<file path="src/rtl/uart_pkg.sv">
// Shared definitions for the configurable UART receiver: parity encodings,
// FSM state type, per-frame error flags and the baud divisor helper.
package uart_pkg;

  localparam int unsigned PAR_NONE = 0;
  localparam int unsigned PAR_ODD  = 1;
  localparam int unsigned PAR_EVEN = 2;

  typedef enum logic [2:0] {
    ST_IDLE,
    ST_START,
    ST_DATA,
    ST_PARITY,
    ST_STOP
  } rx_state_e;

  typedef struct packed {
    logic frame_err;
    logic parity_err;
  } rx_flags_t;

  function automatic int unsigned baud_div(input int unsigned clk_freq,
                                           input int unsigned baud);
    return clk_freq / baud;
  endfunction

endpackage

</file>
<file path="src/rtl/uart_rx_cfg_if.sv">
// Receiver-side bundle: serial line in, payload/flags out with valid/ready.
interface uart_rx_cfg_if #(
  parameter int unsigned DATA_BITS = 8
) ();

  logic                 rx_data;
  logic [DATA_BITS-1:0] po_data;
  logic                 po_valid;
  logic                 po_ready;
  logic                 frame_err;
  logic                 parity_err;
  logic                 overrun_err;
  logic                 busy;

  // master: the receiver producing payloads
  modport master (
    input  rx_data, po_ready,
    output po_data, po_valid, frame_err, parity_err, overrun_err, busy
  );

  // slave: line driver and payload consumer
  modport slave (
    output rx_data, po_ready,
    input  po_data, po_valid, frame_err, parity_err, overrun_err, busy
  );

endinterface

</file>
<file path="src/rtl/uart_rx_sampler.sv">
// Line front end: 3-flop synchroniser, falling-edge detect, baud counter and
// 2-of-3 majority vote around the bit centre.
module uart_rx_sampler
  import uart_pkg::*;
#(
  parameter int unsigned BAUD_DIV = 434
) (
  input  logic clk,
  input  logic rst_n,
  input  logic rx_data,
  input  logic idle,
  output logic fall_edge,
  output logic sample_strobe,
  output logic sample_bit,
  output logic bit_end
);

  localparam int unsigned CNT_W = $clog2(BAUD_DIV);
  localparam int unsigned MID   = (BAUD_DIV - 1) / 2;

  logic             ff1, ff2, ff3;
  logic [CNT_W-1:0] cnt;
  logic             s_lo, s_mid;

  // synchroniser resets to the idle (high) line level
  always_ff @(posedge clk or negedge rst_n) begin
    if (!rst_n) begin
      ff1 <= 1'b1;
      ff2 <= 1'b1;
      ff3 <= 1'b1;
    end else begin
      ff1 <= rx_data;
      ff2 <= ff1;
      ff3 <= ff2;
    end
  end

  // held at zero while idle so the first counted cycle follows start detect
  always_ff @(posedge clk or negedge rst_n) begin
    if (!rst_n) begin
      cnt <= '0;
    end else if (idle) begin
      cnt <= '0;
    end else if (cnt == CNT_W'(BAUD_DIV - 1)) begin
      cnt <= '0;
    end else begin
      cnt <= cnt + CNT_W'(1);
    end
  end

  always_ff @(posedge clk or negedge rst_n) begin
    if (!rst_n) begin
      s_lo  <= 1'b1;
      s_mid <= 1'b1;
    end else begin
      if (cnt == CNT_W'(MID - 1)) s_lo  <= ff2;
      if (cnt == CNT_W'(MID))     s_mid <= ff2;
    end
  end

  assign fall_edge     = ff3 & ~ff2;
  assign sample_strobe = ~idle & (cnt == CNT_W'(MID + 1));
  assign sample_bit    = (s_lo & s_mid) | (s_lo & ff2) | (s_mid & ff2);
  assign bit_end       = ~idle & (cnt == CNT_W'(BAUD_DIV - 1));

endmodule

</file>
<file path="src/rtl/uart_rx_cfg.sv">
// Configurable UART receiver: frame FSM, payload shift register and a
// one-entry valid/ready holding register with error and overrun reporting.
module uart_rx_cfg
  import uart_pkg::*;
#(
  parameter int unsigned CLK_FREQ  = 50_000_000,
  parameter int unsigned BAUD      = 115200,
  parameter int unsigned DATA_BITS = 8,
  parameter int unsigned PARITY    = 0,
  parameter int unsigned STOP_BITS = 1
) (
  input logic            clk,
  input logic            rst_n,
  uart_rx_cfg_if.master  bus
);

  localparam int unsigned BAUD_DIV = baud_div(CLK_FREQ, BAUD);
  localparam int unsigned BIT_W    = 4;

  if (BAUD_DIV < 8) begin : g_bad_baud
    $error("uart_rx_cfg: BAUD_DIV must be at least 8");
  end
  if (DATA_BITS < 5 || DATA_BITS > 9) begin : g_bad_width
    $error("uart_rx_cfg: DATA_BITS must be 5..9");
  end
  if (PARITY > PAR_EVEN) begin : g_bad_parity
    $error("uart_rx_cfg: PARITY must be 0, 1 or 2");
  end
  if (STOP_BITS < 1 || STOP_BITS > 2) begin : g_bad_stop
    $error("uart_rx_cfg: STOP_BITS must be 1 or 2");
  end

  rx_state_e            state, state_d;
  logic [BIT_W-1:0]     bit_cnt;
  logic [DATA_BITS-1:0] shreg;
  rx_flags_t            flags;

  logic idle;
  logic fall_edge, sample_strobe, sample_bit, bit_end;
  logic start_c, shift_c, bit_clr_c, bit_inc_c, par_chk_c, stop_chk_c, complete_c;
  logic par_exp;

  logic [DATA_BITS-1:0] po_data_q;
  logic                 po_valid_q;
  rx_flags_t            po_flags_q;
  logic                 overrun_q;
  logic                 busy_q;

  assign idle = (state == ST_IDLE);

  uart_rx_sampler #(
    .BAUD_DIV (BAUD_DIV)
  ) u_sampler (
    .clk           (clk),
    .rst_n         (rst_n),
    .rx_data       (bus.rx_data),
    .idle          (idle),
    .fall_edge     (fall_edge),
    .sample_strobe (sample_strobe),
    .sample_bit    (sample_bit),
    .bit_end       (bit_end)
  );

  always_ff @(posedge clk or negedge rst_n) begin
    if (!rst_n) state <= ST_IDLE;
    else        state <= state_d;
  end

  // next state plus datapath control strobes
  always_comb begin
    state_d    = state;
    start_c    = 1'b0;
    shift_c    = 1'b0;
    bit_clr_c  = 1'b0;
    bit_inc_c  = 1'b0;
    par_chk_c  = 1'b0;
    stop_chk_c = 1'b0;
    complete_c = 1'b0;
    case (state)
      ST_IDLE: begin
        if (fall_edge) begin
          state_d = ST_START;
          start_c = 1'b1;
        end
      end
      ST_START: begin
        if (sample_strobe && sample_bit) begin
          state_d = ST_IDLE;
        end else if (bit_end) begin
          state_d   = ST_DATA;
          bit_clr_c = 1'b1;
        end
      end
      ST_DATA: begin
        shift_c = sample_strobe;
        if (bit_end) begin
          if (bit_cnt == BIT_W'(DATA_BITS - 1)) begin
            bit_clr_c = 1'b1;
            state_d   = (PARITY != PAR_NONE) ? ST_PARITY : ST_STOP;
          end else begin
            bit_inc_c = 1'b1;
          end
        end
      end
      ST_PARITY: begin
        par_chk_c = sample_strobe;
        if (bit_end) state_d = ST_STOP;
      end
      ST_STOP: begin
        if (sample_strobe) begin
          stop_chk_c = 1'b1;
          // leave at the last stop decision so the next start edge is caught
          if (bit_cnt == BIT_W'(STOP_BITS - 1)) begin
            state_d    = ST_IDLE;
            complete_c = 1'b1;
          end
        end else if (bit_end) begin
          bit_inc_c = 1'b1;
        end
      end
      default: state_d = ST_IDLE;
    endcase
  end

  assign par_exp = (PARITY == PAR_ODD) ? ~(^shreg) : ^shreg;

  // frame assembly: payload, bit counter, accumulated error flags
  always_ff @(posedge clk or negedge rst_n) begin
    if (!rst_n) begin
      bit_cnt <= '0;
      shreg   <= '0;
      flags   <= '0;
    end else if (start_c) begin
      bit_cnt <= '0;
      shreg   <= '0;
      flags   <= '0;
    end else begin
      if (bit_clr_c)      bit_cnt <= '0;
      else if (bit_inc_c) bit_cnt <= bit_cnt + BIT_W'(1);
      if (shift_c)        shreg <= {sample_bit, shreg[DATA_BITS-1:1]};
      if (par_chk_c)      flags.parity_err <= (sample_bit != par_exp);
      if (stop_chk_c && !sample_bit) flags.frame_err <= 1'b1;
    end
  end

  // holding register; a completion against an unaccepted word is dropped
  always_ff @(posedge clk or negedge rst_n) begin
    if (!rst_n) begin
      po_data_q  <= '0;
      po_valid_q <= 1'b0;
      po_flags_q <= '0;
      overrun_q  <= 1'b0;
      busy_q     <= 1'b0;
    end else begin
      overrun_q <= 1'b0;
      busy_q    <= (state_d != ST_IDLE);
      if (complete_c && (!po_valid_q || bus.po_ready)) begin
        po_data_q            <= shreg;
        po_flags_q.frame_err <= flags.frame_err | ~sample_bit;
        po_flags_q.parity_err <= flags.parity_err;
        po_valid_q           <= 1'b1;
      end else if (complete_c) begin
        overrun_q <= 1'b1;
      end else if (po_valid_q && bus.po_ready) begin
        po_valid_q <= 1'b0;
      end
    end
  end

  assign bus.po_data     = po_data_q;
  assign bus.po_valid    = po_valid_q;
  assign bus.frame_err   = po_flags_q.frame_err;
  assign bus.parity_err  = po_flags_q.parity_err;
  assign bus.overrun_err = overrun_q;
  assign bus.busy        = busy_q;

endmodule

</file>
<file path="src/flat_wrapper.sv">
// flat-port wrapper written by rule: the top's interface ports become plain ports
module uart_rx_cfg_flat import uart_pkg::*;
#(
  parameter int unsigned CLK_FREQ  = 50_000_000,
  parameter int unsigned BAUD      = 115200,
  parameter int unsigned DATA_BITS = 8,
  parameter int unsigned PARITY    = 0,
  parameter int unsigned STOP_BITS = 1
)
  (clk, rst_n, bus_rx_data, bus_po_ready, bus_po_data, bus_po_valid, bus_frame_err, bus_parity_err, bus_overrun_err, bus_busy);
  uart_rx_cfg_if #(.DATA_BITS(DATA_BITS)) bus_i ();
  input logic clk;
  input logic rst_n;
  input wire logic [$bits(bus_i.rx_data)-1:0] bus_rx_data;
  input wire logic [$bits(bus_i.po_ready)-1:0] bus_po_ready;
  output wire logic [$bits(bus_i.po_data)-1:0] bus_po_data;
  output wire logic [$bits(bus_i.po_valid)-1:0] bus_po_valid;
  output wire logic [$bits(bus_i.frame_err)-1:0] bus_frame_err;
  output wire logic [$bits(bus_i.parity_err)-1:0] bus_parity_err;
  output wire logic [$bits(bus_i.overrun_err)-1:0] bus_overrun_err;
  output wire logic [$bits(bus_i.busy)-1:0] bus_busy;
  assign bus_i.rx_data = bus_rx_data;
  assign bus_i.po_ready = bus_po_ready;
  assign bus_po_data = bus_i.po_data;
  assign bus_po_valid = bus_i.po_valid;
  assign bus_frame_err = bus_i.frame_err;
  assign bus_parity_err = bus_i.parity_err;
  assign bus_overrun_err = bus_i.overrun_err;
  assign bus_busy = bus_i.busy;
  uart_rx_cfg #(.CLK_FREQ(CLK_FREQ), .BAUD(BAUD), .DATA_BITS(DATA_BITS), .PARITY(PARITY), .STOP_BITS(STOP_BITS)) u_core (.clk(clk), .rst_n(rst_n), .bus(bus_i));
endmodule
</file>
<file path="config.mk">
export PLATFORM = sky130hd
export DESIGN_NAME = uart_rx_cfg_flat
export DESIGN_NICKNAME = d
export VERILOG_FILES = /design/src/rtl/uart_pkg.sv /design/src/rtl/uart_rx_cfg_if.sv /design/src/rtl/uart_rx_sampler.sv /design/src/rtl/uart_rx_cfg.sv /design/src/flat_wrapper.sv
export SDC_FILE = /design/constraint.sdc
export NUM_CORES = 1
export LEC_CHECK = 0
export CORE_ASPECT_RATIO = 0.8
export CORE_MARGIN = 2
export CORE_UTILIZATION = 42
export DETAILED_ROUTE_END_ITERATION = 12
export PLACE_DENSITY = 0.7
export SLEW_MARGIN = 20
export SYNTH_ARGS = -nofsm -noshare
export SYNTH_HDL_FRONTEND = slang
export SYNTH_SLANG_ARGS = --single-unit
</file>
<file path="constraint.sdc">
create_clock -name clk -period 2.1 [get_ports clk]
set_input_delay 0.315 -clock clk [delete_from_list [all_inputs] [get_ports clk]]
set_output_delay 0.315 -clock clk [all_outputs]
set_load 0.02 [all_outputs]
</file>
# Word level (Yosys, flattened, before mapping)
# Cells that the tools add are included.
[classes] add_sub_neg=2 eq_ne=11 n_mux=42 bitwise_logic=12 n_reduce_logical=17
[op_table] operator="equality test 9 x 8 -> 1 bit (second input constant)" count=3
[op_table] operator="two-way mux 3 bit" count=8
[op_table] operator="two-way mux 1 bit" count=23
[op_table] operator="two-way mux 9 bit" count=2
[op_table] operator="two-way mux 8 bit" count=2
[op_table] operator="case mux 3 bit (5 select lines)" count=1
[op_table] operator="two-way mux 4 bit" count=3
[op_table] operator="adder 9 x 1 -> 9 bit (second input constant)" count=1
[op_table] operator="equality test 9 bit (second input constant)" count=1
[op_table] operator="nonzero test 2 bit" count=4
[op_table] operator="XOR reduction 8 bit" count=1
[op_table] operator="AND 1 bit" count=6
[op_table] operator="equality test 3 x 2 -> 1 bit (second input constant)" count=2
[op_table] operator="nonzero test 3 bit" count=2
[op_table] operator="adder 4 x 1 -> 4 bit (second input constant)" count=1
[op_table] operator="equality test 4 x 3 -> 1 bit (second input constant)" count=1
[op_table] operator="logical AND 1 bit" count=4
[op_table] operator="logical NOT 4 bit" count=1
[op_table] operator="case mux 1 bit (2 select lines)" count=2
[op_table] operator="equality test 3 x 1 -> 1 bit (second input constant)" count=1
[op_table] operator="equality test 3 bit (second input constant)" count=1
[op_table] operator="logical NOT 3 bit" count=1
[op_table] operator="inverter 1 bit" count=3
[op_table] operator="OR 1 bit" count=3
[op_table] operator="6 further kinds" count=7
[word_totals] register_bits=44 word_cells=101

# Logic depth before layout (Yosys ltp)
# Gate-level depths: netlist (run 1).
[logic_depth] depth_word=9 depth_mapped=9 mapped_depth_nobuf=7

# Modules after synthesis
# A second synthesis (run 1) with hierarchy kept.
[unflattened] cells_unflattened=192 hier_area_um2=2234.6
[by_module_without_submodules] module="uart_rx_cfg" instances=1 cells_per_inst=120 area_each_um2=1446.4 seq_area_each_um2=750.7
[by_module_without_submodules] module="uart_rx_sampler" instances=1 cells_per_inst=72 area_each_um2=788.3 seq_area_each_um2=356.6

# Worst setup path after synthesis (run 1)
# OpenSTA, ideal clock, no wires.
[synth_path] path_type="reg-to-reg" from="register u_core.u_sampler.cnt[1]" to="register u_core.bus.frame_err (netlist name)" setup_time_ps=125 t_arrival_ps=1729 t_required_ps=1975 setup_slack_ps=246 stages_incl_launch_ff=10 cell_sequence="dfrtp_1 -> inv_1 -> ha_1 -> and4b_1 -> and2_4 -> buf_6 -> nand4_4 -> nor2b_2 -> buf_6 -> mux2_4"
[synth_between] elab_chain_len=5
[synth_lines] element="from (decl)" line_no="uart_rx_sampler.sv:22" source="logic [CNT_W-1:0] cnt;"
[synth_lines] element="from (signal assigned)" line_no="uart_rx_sampler.sv:47" source="cnt <= cnt + CNT_W'(1);"
[synth_lines] element="equality test 9 x 8 -> 1 bit" line_no="uart_rx_sampler.sv:62" source="assign sample_strobe = ~idle & (cnt == CNT_W'(MID + 1));"
[synth_lines] element="AND 1 bit" line_no="uart_rx_sampler.sv:62"
[synth_lines] element="two-way mux 1 bit" line_no="uart_rx_cfg.sv:110" source="if (sample_strobe) begin"
[synth_lines] element="two-way mux 1 bit" line_no="uart_rx_cfg.sv:79" source="case (state)"
[synth_lines] element="logical AND 1 bit" line_no="uart_rx_cfg.sv:157" source="if (complete_c && (!po_valid_q || bus.po_ready)) begin"
# Every way passes these cells.
# A chain may end at the register's enable or synchronous reset.

# Worst setup path in the final report (run 1)
[layout_path] from="register u_core.u_sampler.cnt[1]" to="register u_core.po_data_q[0], in the netlist u_core.bus.po_data[0]"
[layout_between] elab_chain_len=5
[layout_lines] element="equality test 9 x 8 -> 1 bit" line_no="uart_rx_sampler.sv:62"
[layout_lines] element="AND 1 bit" line_no="uart_rx_sampler.sv:62"
[layout_lines] element="two-way mux 1 bit" line_no="uart_rx_cfg.sv:110"
[layout_lines] element="two-way mux 1 bit" line_no="uart_rx_cfg.sv:79"
[layout_lines] element="logical AND 1 bit" line_no="uart_rx_cfg.sv:157"
[layout_lines] element="to (signal assigned)" line_no="uart_rx_cfg.sv:158" source="po_data_q <= shreg;"
[layout_lines] element="to (decl)" line_no="uart_rx_cfg.sv:43" source="logic [DATA_BITS-1:0] po_data_q;"
# Every way passes these cells.

==> key figures, run 1 <==
Power and ir drop
  – Clock power frac: 34.3%
  – Total power: 1.86 mW
  – Peak VDD IR: 0.387 mV
  – Switching share of power: between 20% and 30%
  – Lkg Pwr: approximately 1.2 nW
  – Sw Pwr: about 0.47 mW
  – Power Dens Cells: approximately 720 mW/mm²
  – Comb pwr share: between 10% and 20%
  – Internal Power: about 1.4 mW
  – Seq pwr share: 51.1%

Finish
  – Post-route design area: approximately 0.0026 mm²
  – Nets: between 200 and 250
  – Most frequent cells in the layout: dfrtp_1 (39), nor2_1 (26), clkdlybuf4s50_1 (15)
  – Synth-to-layout area growth: 16.8%
  – Final Util: 50.9%
  – Most common cell after layout, fill and taps aside: dfrtp_1
  – ANT cells: 0
  – Share of layout cells above drive strength 1: between 20% and 30%

Placement
  – Final RePlAce weighted congestion: about 0.75
  – DP HPWL: about 2600 µm
  – Buffers added on ports: 16
  – DP Area: around 0.0024 mm²

Route
  – ANT nets after route: 0
  – Via count: 1382
  – WL/cell: roughly 14 µm
  – Vias/cell: between 5 and 6
  – # DRC: 0
  – Final WL: between 3000 and 4000 µm
  – Initial DRT Pass Iterations: 4
  – DR iter-0 viols: slightly above 60

Timing
  – Max-slew headroom: 64.0%
  – Crit share post-route: around 92%
  – Minimum clock period: about 1.9 ns
  – RSZ-0062 raised after global routing: no
  – Fmax: between 0.5 and 0.6 GHz
  – Final setup violation count: 0
  – Final hold violation count: 0
  – Worst-margin pin slew: between 0.5 and 0.6 ns
  – Slew Limit Fails: 0
  – Setup TNS: 0 ns
  – Worst Clk Skew: between 0.008 and 0.009 ns

Synth
  – Sequential fraction of the synthesis area: about half
  – EDFF count, synth: 0
  – Synth cell types: 50
  – FF+latch count, synth: 44
  – Ys Warns: 0
  – Post-Syn Instances: about 190
  – Area of the mapped netlist: 0.00220 mm²
  – Main synth FF type: dfrtp_1
  – Avg Cell Area, Syn: between 10 and 15 µm²
  – Syn Nets: between 150 and 200
  – Fraction of registers with async set/reset: 100%

Worst hold path
  – Hold Crit Depth: 0
  – Worst hold path type: flip-flop to flip-flop
  – Hold path endpoint: u_core.u_sampler.ff2
  – Hold path start: u_core.u_sampler.ff1

Critical path
  – Crit path DAT: between 2 and 2.5 ns
  – Worst R2R Start: u_core.u_sampler.cnt[1]
  – Crit path kind: flip-flop to flip-flop
  – Max Fanout on Critical Path: 10
  – Worst setup EP type: flip-flop
  – Critical Path Max Stage Delay: about 0.4 ns
  – Reg2Reg Depth: 8
  – Required @ worst endpoint: roughly 2.3 ns
  – Worst setup SP type: flip-flop
  – Critical path cell sequence: inv_1 -> ha_1 -> and4b_1 -> and2_4 -> nand4_4 -> nor2b_2 -> buf_12 -> mux2_4
  – R2R Path End: u_core.bus.po_data[0]
  – CP max-delay cell: dfrtp_1
  – FF-to-FF setup slack: around 0.17 ns

Global routing
  – Vias in the first global route: approximately 1300
  – Total gr overflow: 0
  – Initial antenna violation count: 0
  – Largest net degree at the start of global routing: 45
  – Global Route Usage Sum: about 14%
  – First-pass GRT wire length: 6450 µm

Floorplanning
  – Die Wd: 84.8 µm
  – I/O Pins: 17
  – Core area: 0.00504 mm²
  – Rows: 23
  – Die Height: a little under 70 µm
  – Starting Density: 43.6%
  – Die ar.: approximately 0.006 mm²

Clock network
  – Postcts setup bufs: 0
  – TritonCTS clock tree: yes
  – Worst-path clk slew: 0.08 ns
  – H-tree Lvls: 2
  – Clk buf depth: 2
  – Sink Count: 44
  – CTS buffer count: 5
  – Root Driver: clkbuf_8
  – Clock network latency to the later pin of the worst-skew pair: approximately 0.3 ns

Status
  – Status: finished clean

Job
  – Max-Cap Viols: 0
cell type report:
class	instances	area, µm²
clock buffers	6	72.6
clock inverters	2	35.0
fillers	454	2470
inverters	4	15.0
multi-input cells	131	1020
flip-flops and latches	44	1110
well taps	62	77.6
repair buffers	23	235
worst max-delay path: cells and delay by family (launching register included):
kind | cells | cell delay (ns)
simple gates | 4 | 0.75
buf+inv | 2 | 0.24
flops | 1 | 0.40
mux | 1 | 0.30
fa+ha+maj | 1 | 0.13
cell families after synthesis:
family | share of synthesized area (%)
simple gates | 19.9
flops | 50.4
mux | 12.0
compound gates | 4.39
xor+xnor | 7.01
buf+inv | 3.02
fa+ha+maj | 3.30
state kept, by name, indices dropped and copies added (netlist names), 2 cells and up:
name,count
u_core.bus.po_data,8
u_core.state,3
u_core.flags,2
u_core.bit_cnt,4
u_core.u_sampler.cnt,9
u_core.shreg,8
metal layers:
metal  global-route usage, %  vias to the layer above  share of wire (%)
li1                        -                      685                  -
met1                    20.7                      664                 53
met2                    20.6                       28                 43
met3                    3.33                        5                3.1
met4                    5.95                        0                1.0
met5                       0                        -                  0
per-stage QoR:
step	setup WS (ns)	instances	hold slack [ns]
6_report	0.168	272	0.371
5_1_grt	0.0465	272	0.385
4_1_cts	0.158	272	0.372
3_5_place_dp	0.154	263	0.310
3_3_place_gp	0.230	263	0.307
2_1_floorplan	0.246	185	0.0194
repair_timing:
action,in CTS,in global routing
hold endpoints to repair,39,0
resized for setup,0,0
hold buffers,1,0
cells in the mapped netlist, types with 2 or more instances:
library cell   n  area, µm²
a21o_1         2       15.0
a21oi_1        3       15.0
and3_1         2       12.5
and4bb_2       2       25.0
buf_2          2       10.0
buf_6          3       33.8
dfrtp_1       39        976
dfstp_2        5        131
ha_1           5       62.6
inv_1          4       15.0
mux2_2         2       22.5
mux2_4        10        150
mux2i_1        9       90.1
nand2_1        7       26.3
nand2b_1       2       12.5
nand3_1        7       35.0
nor2_1        26       97.6
nor2b_1        3       18.8
nor3_1         2       10.0
o21ai_0        6       30.0
or2b_1         2       15.0
xnor2_1       10       87.6
xor2_1         5       43.8
how the worst max path moves through the flow:
stage                                 start  cells after the start                    end  slack, ns
floorplan           u_core.u_sampler.cnt[1]                      9   u_core.bus.frame_err       0.25
finish              u_core.u_sampler.cnt[1]                      8  u_core.bus.po_data[0]       0.17
CTS                 u_core.u_sampler.cnt[1]                      8   u_core.bus.frame_err       0.16
global placement    u_core.u_sampler.cnt[1]                      8  u_core.bus.po_data[1]       0.23
detailed placement  u_core.u_sampler.cnt[1]                      8  u_core.bus.po_data[3]       0.15
global route        u_core.u_sampler.cnt[1]                      8  u_core.bus.po_data[6]       0.05
power groups by stage:
| stage | Combinational (mW) | Sequential [mW] | Clock [mW] |
|---|---|---|---|
| 3_5_place_dp | 0.269 | 0.964 | 0 |
| 6_report | 0.271 | 0.948 | 0.637 |
| 2_1_floorplan | 0.178 | 0.965 | 0 |
| 3_3_place_gp | 0.271 | 0.960 | 0 |
| 5_1_grt | 0.306 | 0.959 | 0.685 |
| 4_1_cts | 0.275 | 0.948 | 0.655 |
(Power assumes the default switching activity.)
==> inputs of run 2 (changes only) <==
--- a/config.mk
+++ b/config.mk
@@ -9,7 +9,7 @@
 export CORE_MARGIN = 2
 export CORE_UTILIZATION = 42
 export DETAILED_ROUTE_END_ITERATION = 12
-export PLACE_DENSITY = 0.7
+export PLACE_DENSITY = 0.61
 export SLEW_MARGIN = 20
 export SYNTH_ARGS = -nofsm -noshare
 export SYNTH_HDL_FRONTEND = slang
==> run 2 against run 1 <==
  * Utilization fell by 1.1 points
  * Cell count fell by 0.74%
  * Non-clock buffer count shrank 2
  * Critical path type unchanged
  * Clock-buffer cell count grew 1
  * Critical endpoint unchanged
  * Largest cell class unchanged
==> key figures, run 2 (same netlist as run 1, synthesis figures left out) <==
Timing
  – Setup TNS: 0 ns
  – Minimum clock period: around 1.9 ns
  – Final setup violation count: 0
  – Slew Limit Fails: 0
  – Worst-margin pin slew: 0.556 ns
  – Worst Clk Skew: ~0.0064 ns
  – Fmax: ~0.5 GHz
  – Final hold violation count: 0
  – Final hold slack: 0.0817 ns
  – RSZ-0062 raised after global routing: no
  – Crit share post-route: between 90% and 100%
  – Max-slew headroom: 62.9%

Critical path
  – Critical Path Stages: 8
  – Critical path buffers and inverters: 2
  – Reg2Reg Depth: 8
  – CP top delay family: simple AND/OR/NAND/NOR gates
  – R2R Path End: u_core.bus.po_data[0]
  – Critical Path Max Stage Delay: 0.40 ns
  – Worst setup SP type: flip-flop
  – Crit path DAT: approximately 2.1 ns
  – Max Fanout on Critical Path: 10
  – CP max-delay cell: dfrtp_1
  – FF-to-FF setup slack: around 0.16 ns
  – Crit path kind: flip-flop to flip-flop
  – Critical path cell sequence: inv_1 -> ha_1 -> and4b_1 -> and2_4 -> nand4_4 -> nor2b_2 -> buf_12 -> mux2_4
  – Required @ worst endpoint: between 2 and 2.5 ns
  – Worst setup EP type: flip-flop
  – Worst R2R Start: u_core.u_sampler.cnt[1]

Global routing
  – Initial antenna violation count: 0
  – Global routing usage on met3: under 10%
  – Global Route Usage Sum: 15.1%
  – Global Route met2 Usage: ~22%
  – Total gr overflow: 0
  – Global route hottest layer: met2
  – Met1 usage: 21.9%
  – Largest net degree at the start of global routing: 45
  – First-pass GRT wire length: roughly 6600 µm
  – Vias in the first global route: ~1300

Clock network
  – Root Driver: clkbuf_8
  – CTS buffer count: 5
  – TritonCTS clock tree: yes
  – Cts hold-fix bufs: 0
  – H-tree Lvls: 2
  – Clock network latency to the later pin of the worst-skew pair: roughly 0.3 ns
  – Post_cts resized: 0
  – Clk buf depth: 2
  – Sink Count: 44
  – Postcts setup bufs: 0
  – Worst-path clk slew: roughly 0.080 ns

Floorplanning
  – Die Wd: 84.8 µm
  – Core area: a little over 0.005 mm²
  – Die ar.: approximately 0.0058 mm²
  – Rows: 23
  – Die Height: approximately 70 µm
  – Starting Density: a little over two fifths
  – I/O Pins: 17

Status
  – Status: finished clean

Finish
  – Synth-to-layout area growth: 14.2%
  – Share of layout cells above drive strength 1: about 20%
  – Most common cell after layout, fill and taps aside: dfrtp_1
  – Nets: approximately 220
  – ANT cells: 0
  – Most frequent cells in the layout: dfrtp_1 (39), nor2_1 (26), clkdlybuf4s50_1 (15)
  – Max reg flops: 9
  – Biggest register: u_core.u_sampler.cnt

Placement
  – Buffers added on ports: 16
  – Final RePlAce weighted congestion: about 0.8
  – DP HPWL: ~2900 µm

Route
  – # DRC: 0
  – DR iter-0 viols: 71
  – Initial DRT Pass Iterations: 4
  – ANT nets after route: 0
  – Vias/cell: approximately 5.1
  – Via count: between 1000 and 1500
  – WL/cell: 15.0 µm
  – Final WL: 4060 µm

Power and ir drop
  – Lkg Pwr: about 1.2 nW
  – Peak VDD IR: ~0.5 mV
  – Power Dens Cells: roughly 690 mW/mm²

Job
  – Max-Cap Viols: 0

Worst hold path
  – Worst hold path type: input pin to async pin
==> run 2: changes by cell type in the layout (fill, tap and decap cells not counted) <==
cell           change
buf_12             -1
bufinv_16          -1
clkbuf_1           +1
dlygate4sd3_1      -1
==> run 2: power breakdown <==
part	switching (mW)	total (mW)	internal [mW]
sequential	0.0595	0.963	0.903
clock	0.289	0.523	0.234
combinational	0.130	0.239	0.109
total	0.479	1.73	1.25
==> run 2: layer usage <==
layer / up-vias / routed length (µm) / share of wire, %
met5: - / 0 / 0
met4: 0 / 42 / 1.0
met3: 5 / 144 / 3.5
met2: 29 / 1750 / 43
met1: 676 / 2130 / 52
li1: 679 / - / -
==> run 2: worst max path at each step <==
stage,from,end,slack (ns)
finish,u_core.u_sampler.cnt[1],u_core.bus.po_data[0],0.16
global route,u_core.u_sampler.cnt[1],u_core.bus.po_data[0],0.03
CTS,u_core.u_sampler.cnt[1],u_core.bus.po_data[0],0.14
detailed placement,u_core.u_sampler.cnt[1],u_core.bus.frame_err,0.16
global placement,u_core.u_sampler.cnt[1],u_core.bus.po_data[3],0.22
floorplan,u_core.u_sampler.cnt[1],u_core.bus.frame_err,0.25
==> run 2: worst reg2reg max path, cell delays in order, from the launching register on <==
cell	delay (ns)
dfrtp_1	0.40
inv_1	0.08
ha_1	0.14
and4b_1	0.25
and2_4	0.20
nand4_4	0.12
nor2b_2	0.17
buf_12	0.16
mux2_4	0.31
==> run 2: cell type report <==
cell class	instances	area, µm²
inverter	4	15.0
timing repair buffer	21	205
multi-input combinational	131	1020
sequential	44	1110
tap	62	77.6
clock inverter	1	5.00
clock buffer	7	76.3
fill	431	2530
==> run 2: stage by stage <==
stage	cells	setup WS (ns)	utilization, %	cell area [µm²]	power, mW
finish	270	0.157	49.8	2510	1.73
global route	270	0.0339	49.8	2510	1.82
CTS	270	0.139	49.8	2510	1.74
detailed placement	262	0.159	48.2	2430	1.22
global placement	262	0.219	48.2	2430	1.21
floorplan	185	0.246	-	2200	1.14
